$ cat src/rtl/seq_sll64.sv
// Sequential 64-bit logical left shifter: zero-extends a 32-bit operand and shifts it
// left by b[4:0], STEP bits per cycle, publishing the result only when the operation completes.
module seq_sll64 #(
    parameter int unsigned STEP = 1
) (
    input  logic        clock,
    input  logic        reset_n,
    input  logic        start,
    input  logic [31:0] a,
    input  logic [31:0] b,
    output logic        busy,
    output logic        done,
    output logic [31:0] res_high,
    output logic [31:0] res_low
);

    if (!(STEP == 1 || STEP == 2 || STEP == 4)) begin : gen_bad_step
        $error("seq_sll64: STEP must be 1, 2 or 4");
    end

    typedef enum logic [1:0] {
        StIdle,
        StShift,
        StDone
    } state_e;

    localparam logic [4:0] StepAmt = 5'(STEP);

    state_e      state_q, state_d;
    logic [63:0] acc_q, acc_d;
    logic [4:0]  cnt_q, cnt_d;
    logic [63:0] res_q, res_d;
    logic [4:0]  shift_k;
    logic [4:0]  cnt_rem;

    // Only the low five bits of the shift amount are meaningful.
    logic unused_b_high;
    assign unused_b_high = ^b[31:5];

    always_comb begin
        state_d = state_q;
        acc_d   = acc_q;
        cnt_d   = cnt_q;
        res_d   = res_q;
        shift_k = (cnt_q < StepAmt) ? cnt_q : StepAmt;
        cnt_rem = cnt_q - shift_k;

        unique case (state_q)
            StIdle: begin
                if (start) begin
                    acc_d   = {32'h0, a};
                    cnt_d   = b[4:0];
                    state_d = (b[4:0] != 5'd0) ? StShift : StDone;
                end
            end
            StShift: begin
                acc_d = acc_q << shift_k;
                cnt_d = cnt_rem;
                if (cnt_rem == 5'd0) begin
                    state_d = StDone;
                end
            end
            StDone: begin
                state_d = StIdle;
            end
            default: begin
                state_d = StIdle;
            end
        endcase

        // Results move only on the edge entering DONE, so partial shifts never leak out.
        if (state_d == StDone && state_q != StDone) begin
            res_d = acc_d;
        end
    end

    always_ff @(posedge clock) begin
        if (!reset_n) begin
            state_q <= StIdle;
            acc_q   <= 64'h0;
            cnt_q   <= 5'd0;
            res_q   <= 64'h0;
        end else begin
            state_q <= state_d;
            acc_q   <= acc_d;
            cnt_q   <= cnt_d;
            res_q   <= res_d;
        end
    end

    assign busy     = (state_q != StIdle);
    assign done     = (state_q == StDone);
    assign res_high = res_q[63:32];
    assign res_low  = res_q[31:0];

endmodule

$ cat config.mk
export PLATFORM = sky130hd
export DESIGN_NAME = seq_sll64
export DESIGN_NICKNAME = d
export VERILOG_FILES = /design/src/rtl/seq_sll64.sv
export SDC_FILE = /design/constraint.sdc
export NUM_CORES = 1
export LEC_CHECK = 0
export CORE_ASPECT_RATIO = 0.7
export CORE_MARGIN = 5
export CORE_UTILIZATION = 57
export DETAILED_ROUTE_END_ITERATION = 10
export GPL_TIMING_DRIVEN = 0
export PLACE_DENSITY = 0.93
export SYNTH_ARGS = -nofsm -noshare
export SYNTH_HDL_FRONTEND = slang
export SYNTH_SLANG_ARGS = --single-unit
$ cat constraint.sdc
create_clock -name clock -period 5.7 [get_ports clock]
set_input_delay 1.14 -clock clock [delete_from_list [all_inputs] [get_ports clock]]
set_output_delay 1.14 -clock clock [all_outputs]
set_load 0.01 [all_outputs]
# --- Yosys cells after proc, flatten, opt, wreduce, memory -nomap -nowiden ---
# Cells that the tools add are included.
# W data, S select, Z words.
word_totals:
  inputBits: 67
  ramBits: 0
  rom_bits: 0
  mem_count: 0
  output_inout_bits: 66
  latch_bits: 0
  ff_bits: 135
classes:
  shift: 1
  eq_ne: 5
  addsub: 1
  n_mux: 9
  bitwise_logic: 0
  div_mod_pow: 0
  multipliers: 0
  n_reduce_logical: 7
  order_cmp: 1
op_table:
  columns: ["operator", "count"]
  rows:
  - ["$pmux W64 S2", 1]
  - ["$mux W64", 1]
  - ["$shl A64 B5 Y64", 1]
  - ["$mux W5", 2]
  - ["$pmux W5 S2", 1]
  - ["$mux W2", 3]
  - ["$logic_not A5 Y1", 1]
  - ["$lt A5 B1 Y1 const B", 1]
  - ["$reduce_bool A5 Y1", 1]
  - ["$sub A5 B5 Y5", 1]
  - ["$eq A2 B2 Y1 const B", 2]
  - ["$ne A2 B2 Y1 const B", 2]
  - ["$pmux W2 S2", 1]
  - ["$reduce_bool A2 Y1", 2]
  - ["$eq A2 B1 Y1 const B", 1]
  - ["$logic_not A2 Y1", 1]
  - ["$reduce_and A2 Y1", 1]
  - ["$logic_and A1 B1 Y1", 1]

# --- Depth between registers and ports, before layout ---
# Gate-level depths: netlist (run 1).
logic_depth:
  ltp_word: 8
  ltp_mapped: 10

# --- Least setup slack after synthesis (run 1) ---
# OpenSTA, ideal clock, no wires.
synth_timing:
  path_kind: "register to register"
  start: "reg cnt_q[4]"
  end: "reg res_q[31]"
  required_ps: 5562
  stages_incl_launch_ff: 11
  path_slack_ps: 3229
  arrival_time_ps: 2334
  synth_period_minus_slack_ps: 2471
  cell_sequence: "dfxtp_1 > buf_2 > clkbuf_1 > nor4_1 > or2_2 > ha_1 > and4_1 > buf_2 > o21ai_2 > buf_2 > o221ai_1"
synth_between:
  elab_chain_cells: 8
  word_cells_on_any_way: 10
synth_lines:
  columns: ["element", "line", "rtl"]
  rows:
  - ["start, declared", "31", "logic [4:0] cnt_q, cnt_d;"]
  - ["start signal, assigned", "86", "cnt_q <= cnt_d;"]
  - ["$lt A5 B1 Y1", "45", "shift_k = (cnt_q < StepAmt) ? cnt_q : StepAmt;"]
  - ["$mux W5", "45", null]
  - ["$sub A5 B5 Y5", "46", "cnt_rem = cnt_q - shift_k;"]
  - ["$logic_not A5 Y1", "59", "if (cnt_rem == 5'd0) begin"]
  - ["$mux W2", "59", null]
  - ["$pmux W2 S2", "48", "unique case (state_q)"]
  - ["$eq A2 B2 Y1", "72", "if (state_d == StDone && state_q != StDone) begin"]
  - ["$logic_and A1 B1 Y1", "72", null]
  - ["end signal, assigned", "87", "res_q <= res_d;"]
  - ["end, declared", "32", "logic [63:0] res_q, res_d;"]
# Several ways; a longest one is shown, not always the timed one.
# A chain may end at the register's enable or synchronous reset.

# --- Worst setup path after layout (run 1) ---
layout_timing:
  start: "reg state_q[1]"
  end: "out busy"
layout_between:
  elab_chain_cells: 1
layout_lines:
  columns: ["element", "line", "rtl"]
  rows:
  - ["start, declared", "29", "state_e state_q, state_d;"]
  - ["start signal, assigned", "79", "state_q <= StIdle;"]
  - ["start signal, assigned", "84", "state_q <= state_d;"]
  - ["$reduce_bool A2 Y1", "91", "assign busy = (state_q != StIdle);"]
  - ["end, declared", "11", "output logic busy,"]
# Every way passes these cells.

==> results of run 1 <==
metrics by stage:
stage               setup slack, ns  hold WS [ns]
detailed placement            2.138        0.4583
finish                        2.026        0.4740
CTS                           2.144        0.4657
global placement              2.150        0.4429
global route                  2.034        0.4917
floorplan                     3.229        0.4320
cells by family after synthesis:
logic type / after synthesis
fa+ha+maj: 1
compound gates: 261
buf+inv: 117
flops: 135
simple gates: 319
xor+xnor: 1
tightest hold or removal path, delay by kind of cell, from the launching register on:
| family | cells | cell delay, ns |
|---|---|---|
| compound gates | 1 | 0.05 |
| flops | 1 | 0.32 |
| simple gates | 1 | 0.06 |
final cells by class:
class | count | area (um2) | share of cell area (%)
clock inverter | 9 | 100.1 | 1.146
sequential | 135 | 2703 | 30.95
multi-input combinational | 582 | 3710 | 42.48
tap | 157 | 196.4 | 2.250
timing repair buffer | 105 | 1051 | 12.04
clock buffer | 23 | 467.9 | 5.359
inverter | 19 | 71.32 | 0.8167
buffer | 98 | 432.9 | 4.958
cell usage after synthesis, drive strengths merged, types with 2 or more instances:
cell,instances,area [um2]
and2,32,200.2
nand3,21,105.1
o211ai,3,22.52
a31oi,54,337.8
nor2b,15,93.84
a21oi,34,170.2
o311ai,47,411.7
dfxtp,135,2703
nor4,16,106.4
a31o,6,52.55
o211a,2,20.02
nor3,35,175.2
nor3b,9,67.56
nor2,46,172.7
clkbuf,66,247.7
a22oi,2,15.01
a32o,6,60.06
buf,32,185.2
o221ai,33,326.6
o21ai,9,60.06
or2,2,12.52
inv,18,67.56
a221o,15,150.1
a311oi,43,376.6
nand2b,49,306.5
nand2,88,330.3
registers in the layout, indices dropped and copies added, names as in the netlist:
| register | flops |
|---|---|
| acc_q | 64 |
| state_q | 2 |
| cnt_q | 5 |
| res_q | 64 |
metal layers:
metal,track usage (%),wire length (um),up-vias
met5,0,0,-
met4,13.86,855,0
met2,46.61,10070,663
li1,-,-,3418
met3,9.448,3541,118
met1,44.42,9486,3632
report_power, final:
group | switching (W) | internal (W) | leakage (nW) | total (W)
combinational | 0.000489 | 0.000311 | 1.47 | 0.000800
clock | 0.000413 | 0.000662 | 0.277 | 0.00108
sequential | 0.0000771 | 0.00103 | 1.10 | 0.00111
cells in the final DEF, fill, tap and decap left out, types with 10 or more instances in the layout:
master / instances
sky130_fd_sc_hd__clkdlybuf4s50_1: 105
sky130_fd_sc_hd__clkbuf_16: 17
sky130_fd_sc_hd__a311oi_1: 43
sky130_fd_sc_hd__dfxtp_1: 135
sky130_fd_sc_hd__nor3_1: 35
sky130_fd_sc_hd__nand2b_1: 49
sky130_fd_sc_hd__nand2_1: 88
sky130_fd_sc_hd__buf_1: 10
sky130_fd_sc_hd__clkbuf_1: 70
sky130_fd_sc_hd__a31oi_1: 54
sky130_fd_sc_hd__inv_1: 18
sky130_fd_sc_hd__and2_1: 32
sky130_fd_sc_hd__nor2_1: 46
sky130_fd_sc_hd__buf_2: 16
sky130_fd_sc_hd__o221ai_1: 27
sky130_fd_sc_hd__o311ai_0: 45
sky130_fd_sc_hd__nor4_1: 15
sky130_fd_sc_hd__a21oi_1: 34
sky130_fd_sc_hd__nor2b_1: 15
sky130_fd_sc_hd__a221o_1: 15
sky130_fd_sc_hd__nand3_1: 21
final timing paths:
check / to / slack [ns] / cells after the start
worst max-delay path: busy / 2.03 / 5
worst max register to register: res_q[16] / 2.09 / 10
worst min-delay path: acc_q[63] / 0.47 / 2
worst min register to register: acc_q[63] / 0.47 / 2
==> summary.md, run 1 <==
| Metric | Value |
|---|---|
| Cell at the root of the clock tree | sky130_fd_sc_hd__clkbuf_16 |
| Share of post-route cells with drive strength above 1 | 7.003% |
| Utilization after layout | 73.95% |
| Beginning of the worst register-to-register path | cnt_q[4] |
| Width of the chip | 141.7 um |
| Overall fraction of global-route tracks in use | 32.04% |
| Placed wire-length estimate | 16180 um |
| Final clock period utilization by the worst path | 64.46% |
| Mux contribution to synthesized area | 0% |
| Final-stage net count | 1026 |
| P&R area growth vs syn | 26.25% |
| Initial antenna violation count | 0 |
| Clock-pin slew of the registers on the worst-case setup and hold paths | 0.06 ns |
| Unrepaired setup endpoints after global routing | false |
| Die Span Y | 102.2 um |
| Max_cap viols | 0 |
| Number of slew-limit violations in the final report | 0 |
| Path type of the worst min-delay path | reg -> reg |
| Number of iterations in the first detailed-routing pass | 7 |
| Global-route wire length before repair | 36700 um |
| Top Family by Delay on Critical Path | buffers and inverters |
| Number of vias after detailed routing | 7831 |
| GP Congestion | 0.9478 |
| Critical path type | reg -> out |
| Number of placed cells counting well taps | 1096 |
| Gr ovfl total | 0 |
| Number of distinct standard cells referenced by the synthesized netlist | 51 |
| Beginning of the critical path | state_q[1] |
| Die ar. | 14470 um2 |
| Gate count after technology mapping | 834 |
| Proportion of synthesized chip area in sequential cells | 39.07% |
| Area fraction in compound gates after synthesis | 29.81% |
| Delay of the slowest cell on the worst path | 0.56 ns |
| Arrival time at the worst endpoint | 2.53 ns |
| WP buf/inv | 4 |
| Post-synthesis xor/xnor area fraction | 0.1266% |
| Sum of internal, switching and leakage power | 0.002984 W |
| Critical Path End Type | output port |
| Final routed wirelength across all metal layers | 23950 um |
| Clock period minus worst slack | 3.674 ns |
| Transition time at the pin with the least slew margin | 0.8681 ns |
| TritonCTS Sinks | 135 |
| Largest fanout of any net on the critical path | 10 |
| Result of the run | complete, no violations |
| Dominant combinational cell family by area after synthesis | compound AO/OA/AOI/OAI gates |
| Vias in the first global route | 6933 |
| Mean area per synthesized cell | 8.293 um2 |
| Number of hold-repair buffers added at the cts stage | 0 |
| Simple-Gate Fraction of Synth Area | 23.52% |
| Slowest cell on the critical path | sky130_fd_sc_hd__nor2_1 |
| Non-filler instance count after layout | 1128 |
| Yosys Warn Count | 0 |
| Post-route DRC | 0 |
| Cell area after synthesis | 6917 um2 |
| Share of flip-flops with an asynchronous set or reset after synthesis | 0% |
| Crit path top cell by count | sky130_fd_sc_hd__buf_2 |
| Number of nets produced by synthesis | 902 |
| Design Area, Final | 8732 um2 |
| Launch instance of the worst min-delay path | acc_q[63] |
| Setup tns final | 0 ns |
| Clock insertion delay at the later pin of the skew report | 0.43 ns |
| Port-buffer cells | 105 |
| Post-detailed-route via-to-cell ratio | 6.942 |
| TritonCTS clock tree | done |
| Slew margin rel. | 42.13% |
| Mean routed wirelength per cell | 21.23 um |
| H-tree level count | 4 |
| Data required, critical path | 4.56 ns |
| Final setup skew | 0.006446 ns |
| Count of antenna diodes in the layout | 0 |
| Peak supply drop | 0.2415 mV |
| 1st-iter DRT viols | 1301 |
| Post-CTS Repair Setup Buffers | 0 |
| Dpl cell area | 8164 um2 |
| Peak Freq | 272.2 MHz |
| CTS buffer count | 17 |
| Effective utilization at floorplan | 58.57% |
| Kind of start point of the critical path | register |
| Count of filler cells inserted in the layout | 854 |
| Power density relative to cell area | 341.7 nW/um2 |
| Synthesized flop and latch total | 135 |
| Number of nets still failing antenna checks after routing | 0 |
| Number of enable flip-flop cells after synthesis | 0 |
| Number of setup violations in the final report | 0 |
| Core region area | 11810 um2 |
| I/O pin count | 133 |
| Reported leakage power | 2.848 nW |
| Std-Cell Rows | 33 |
| Synth Flop Type | sky130_fd_sc_hd__dfxtp_1 |
| Largest net degree at the start of global routing | 17 |
| Final hold viol count | 0 |
| Number of gates resized after CTS | 0 |
| Max Root-Sink Buffers | 2 |
| Synth Area in Adders | 0.1809% |
| Cell Chain, Critical Path | buf_2 > nor2_1 > buf_2 > inv_1 > clkdlybuf4s50_1 |
Power figures use the tool's default switching activity.
==> inputs of run 2 (changes only) <==
--- a/config.mk
+++ b/config.mk
@@ -7,10 +7,10 @@
 export LEC_CHECK = 0
 export CORE_ASPECT_RATIO = 0.7
 export CORE_MARGIN = 5
-export CORE_UTILIZATION = 57
+export CORE_UTILIZATION = 52
 export DETAILED_ROUTE_END_ITERATION = 10
 export GPL_TIMING_DRIVEN = 0
-export PLACE_DENSITY = 0.93
+export PLACE_DENSITY = 0.86
 export SYNTH_ARGS = -nofsm -noshare
 export SYNTH_HDL_FRONTEND = slang
 export SYNTH_SLANG_ARGS = --single-unit
==> constraint.sdc (replaced) <==
create_clock -name clock -period 3.4 [get_ports clock]
set_input_delay 0.68 -clock clock [delete_from_list [all_inputs] [get_ports clock]]
set_output_delay 0.68 -clock clock [all_outputs]
set_load 0.01 [all_outputs]
==> summary.md, run 2 (synthesis gave the netlist of run 1 again) <==
| Metric | Value |
|---|---|
| Final setup skew | 0.007094 ns (was 0.006446 ns) |
| Port-buffer cells | 105 (unchanged) |
| Final hold viol count | 0 (unchanged) |
| P&R area growth vs syn | 27.35% (was 26.25%) |
| Transition time at the pin with the least slew margin | 0.7501 ns (was 0.8681 ns) |
| Reg power frac | 35.8% (was 37.2%) |
| Effective utilization at floorplan | 52.82% (was 58.57%) |
| Core region area | 13090 um2 (was 11810 um2) |
| Share of post-route cells with drive strength above 1 | 7.423% (was 7.003%) |
| Count of filler cells inserted in the layout | 1017 (was 854) |
| Cell count of the worst reg-to-reg path | 9 (was 10) |
| TritonCTS Sinks | 135 (unchanged) |
| CTS buffer count | 17 (unchanged) |
| Die ar. | 15740 um2 (was 14470 um2) |
| Width of the chip | 147.8 um (was 141.7 um) |
| Final worst slack | 0.1903 ns (was 2.026 ns) |
| End of the worst hold path | acc_q[63] (unchanged) |
| Critical Path End Type | output port (unchanged) |
| Number of setup violations in the final report | 0 (unchanged) |
| Gr ovfl total | 0 (unchanged) |
| Slew margin rel. | 49.81% (was 42.13%) |
| Beginning of the worst register-to-register path | cnt_q[4] (unchanged) |
| Number of vias after detailed routing | 7589 (was 7831) |
| Count of antenna diodes in the layout | 0 (unchanged) |
| Largest fanout of any net on the critical path | 10 (unchanged) |
| Setup tns final | 0 ns (unchanged) |
| Commonest cells after routing, fill and taps aside | sky130_fd_sc_hd__dfxtp_1 (135), sky130_fd_sc_hd__clkdlybuf4s50_1 (105), sky130_fd_sc_hd__nand2_1 (88) (unchanged) |
| Number of hold-repair buffers added at the cts stage | 0 (unchanged) |
| Largest net degree at the start of global routing | 20 (was 17) |
| Clock-pin slew of the registers on the worst-case setup and hold paths | 0.06 ns (about the same) |
| Max_cap viols | 0 (unchanged) |
| Internal Pwr Total | 0.003501 W (was 0.002005 W) |
| Clock insertion delay at the later pin of the skew report | 0.43 ns (about the same) |
| Mean routed wirelength per cell | 20.97 um (was 21.23 um) |
| Slowest cell on the critical path | sky130_fd_sc_hd__nor2_1 (unchanged) |
| Placed wire-length estimate | 16630 um (was 16180 um) |
| TritonCTS clock tree | done (unchanged) |
| Most common library cell in the layout ignoring fill and taps | sky130_fd_sc_hd__dfxtp_1 (unchanged) |
| Global-route wire length before repair | 37020 um (was 36700 um) |
| Endpoint of the most critical register-to-register path | res_q[62] (was res_q[16]) |
| Multi-input logic area | 3710 um2 (unchanged) |
| Data required, critical path | 2.72 ns (was 4.56 ns) |
| Number of nets still failing antenna checks after routing | 0 (unchanged) |
| Overall fraction of global-route tracks in use | 29.28% (was 32.04%) |
| Post-CTS Repair Setup Buffers | 0 (unchanged) |
| Power density relative to cell area | 588.7 nW/um2 (was 341.7 nW/um2) |
| Portion of total power attributed to the clock network | 38.5% (was 36.0%) |
| Launch instance of the worst min-delay path | acc_q[63] (unchanged) |
| Hold Path Cell Cnt | 2 (unchanged) |
| Utilization after layout | 67.27% (was 73.95%) |
| Relative contribution of combinational cells to total power | 25.6% (was 26.8%) |
| Final-stage net count | 1025 (was 1026) |
| Peak supply drop | 0.3687 mV (was 0.2415 mV) |
| Critical path type | reg -> out (unchanged) |
| Crit path top cell by count | sky130_fd_sc_hd__buf_2 (unchanged) |
| Final routed wirelength across all metal layers | 23820 um (was 23950 um) |
| Reg2Reg Setup Slack | 0.40 ns (was 2.09 ns) |
| Sw frac | 32.49% (was 32.81%) |
| Biggest registers after layout | acc_q: 64 flops, res_q: 64 flops, cnt_q: 5 flops (unchanged) |
| Std-Cell Rows | 35 (was 33) |
| Number of iterations in the first detailed-routing pass | 6 (was 7) |
| Unrepaired setup endpoints after global routing | false (unchanged) |
| Switching power total | 0.001685 W (was 0.0009790 W) |
| 1st-iter DRT viols | 1104 (was 1301) |
| Number of gates resized after CTS | 0 (unchanged) |
| GP Congestion | 0.9733 (was 0.9478) |
| Area used by sequential logic in the layout | 2703 um2 (unchanged) |
| Kind of start point of the critical path | register (unchanged) |
| Cell Chain, Critical Path | buf_2 > nor2_1 > buf_2 > inv_1 > clkdlybuf4s50_1 (unchanged) |
| Number of slew-limit violations in the final report | 0 (unchanged) |
| Result of the run | complete, no violations (unchanged) |
| Reported leakage power | 2.877 nW (was 2.848 nW) |
| Initial antenna violation count | 1 (was 0) |
| Clock period minus worst slack | 3.210 ns |
| Final clock period utilization by the worst path | 94.40% |
| I/O pin count | 133 (unchanged) |
| Post-route DRC | 0 (unchanged) |
| Delay of the slowest cell on the worst path | 0.55 ns (was 0.56 ns) |
| Path type of the worst min-delay path | reg -> reg (unchanged) |
| Cell at the root of the clock tree | sky130_fd_sc_hd__clkbuf_16 (unchanged) |
| Arrival time at the worst endpoint | 2.53 ns (about the same) |
| Max Root-Sink Buffers | 2 (unchanged) |
| Worst setup slack before clock tree synthesis | 0.02176 ns (was 2.138 ns) |
| Post-detailed-route via-to-cell ratio | 6.680 (was 6.942) |
| Vias in the first global route | 7066 (was 6933) |
| H-tree level count | 4 (unchanged) |
| Die Span Y | 106.5 um (was 102.2 um) |
| Peak Freq | 311.6 MHz |
## run 2: cell types whose count changed in the layout (fill, tap and decap cells not counted), sizes merged
cell	before	now
clkinv	6	7
clkbuf	89	83
bufinv	2	4
inv	18	20
## run 2: power groups by stage
stage	registers [W]	logic (W)	clock network (W)
2_1_floorplan	0.00189	0.000747	0
3_3_place_gp	0.00188	0.00126	0
3_5_place_dp	0.00188	0.00128	0
4_1_cts	0.00185	0.00129	0.00199
5_1_grt	0.00187	0.00141	0.00206
6_report	0.00186	0.00133	0.00200
## run 2: routing by layer
metal	track usage (%)	vias to the layer above	share of wire (%)
li1	-	3419	-
met2	42.82	522	42
met4	10.02	2	2.4
met5	0	-	0.029
met3	9.885	74	13
met1	40.46	3572	42
## run 2: critical path, delay by kind of cell, from the launching register on
kind                   cells  cell delay [ns]
and+or+nand+nor            1             0.55
buffers and inverters      4             1.21
DFF                        1             0.34
## run 2: area by class of cell
type,count,share of cell area [%]
clock buffers,18,4.986
plain buffers,97,4.872
clock inverters,14,2.244
inverters,19,0.8097
repair buffers,105,11.93
well taps,166,2.358
flip-flops and latches,135,30.68
multi-input cells,582,42.12
## run 2: per-stage QoR
stage	instance area, um2	total power, W	hold slack [ns]	cells
after floorplan	6917	0.002637	0.4320	834
after global placement	8175	0.003137	0.4415	1105
after detailed placement	8175	0.003161	0.4516	1105
after CTS	8808	0.005126	0.4595	1136
after global routing	8808	0.005336	0.4897	1136
final	8808	0.005186	0.4616	1136
## run 2: how the worst max path moves through the flow
| stage | slack, ns | endpoint | cells after the start | from |
|---|---|---|---|---|
| floorplan | 0.93 | res_q[31] | 10 | cnt_q[4] |
| global placement | 0.08 | res_q[21] | 10 | cnt_q[4] |
| detailed placement | 0.02 | res_q[19] | 10 | cnt_q[4] |
| CTS | 0.29 | busy | 5 | state_q[1] |
| global route | 0.14 | busy | 5 | state_q[1] |
| finish | 0.19 | busy | 5 | state_q[1] |
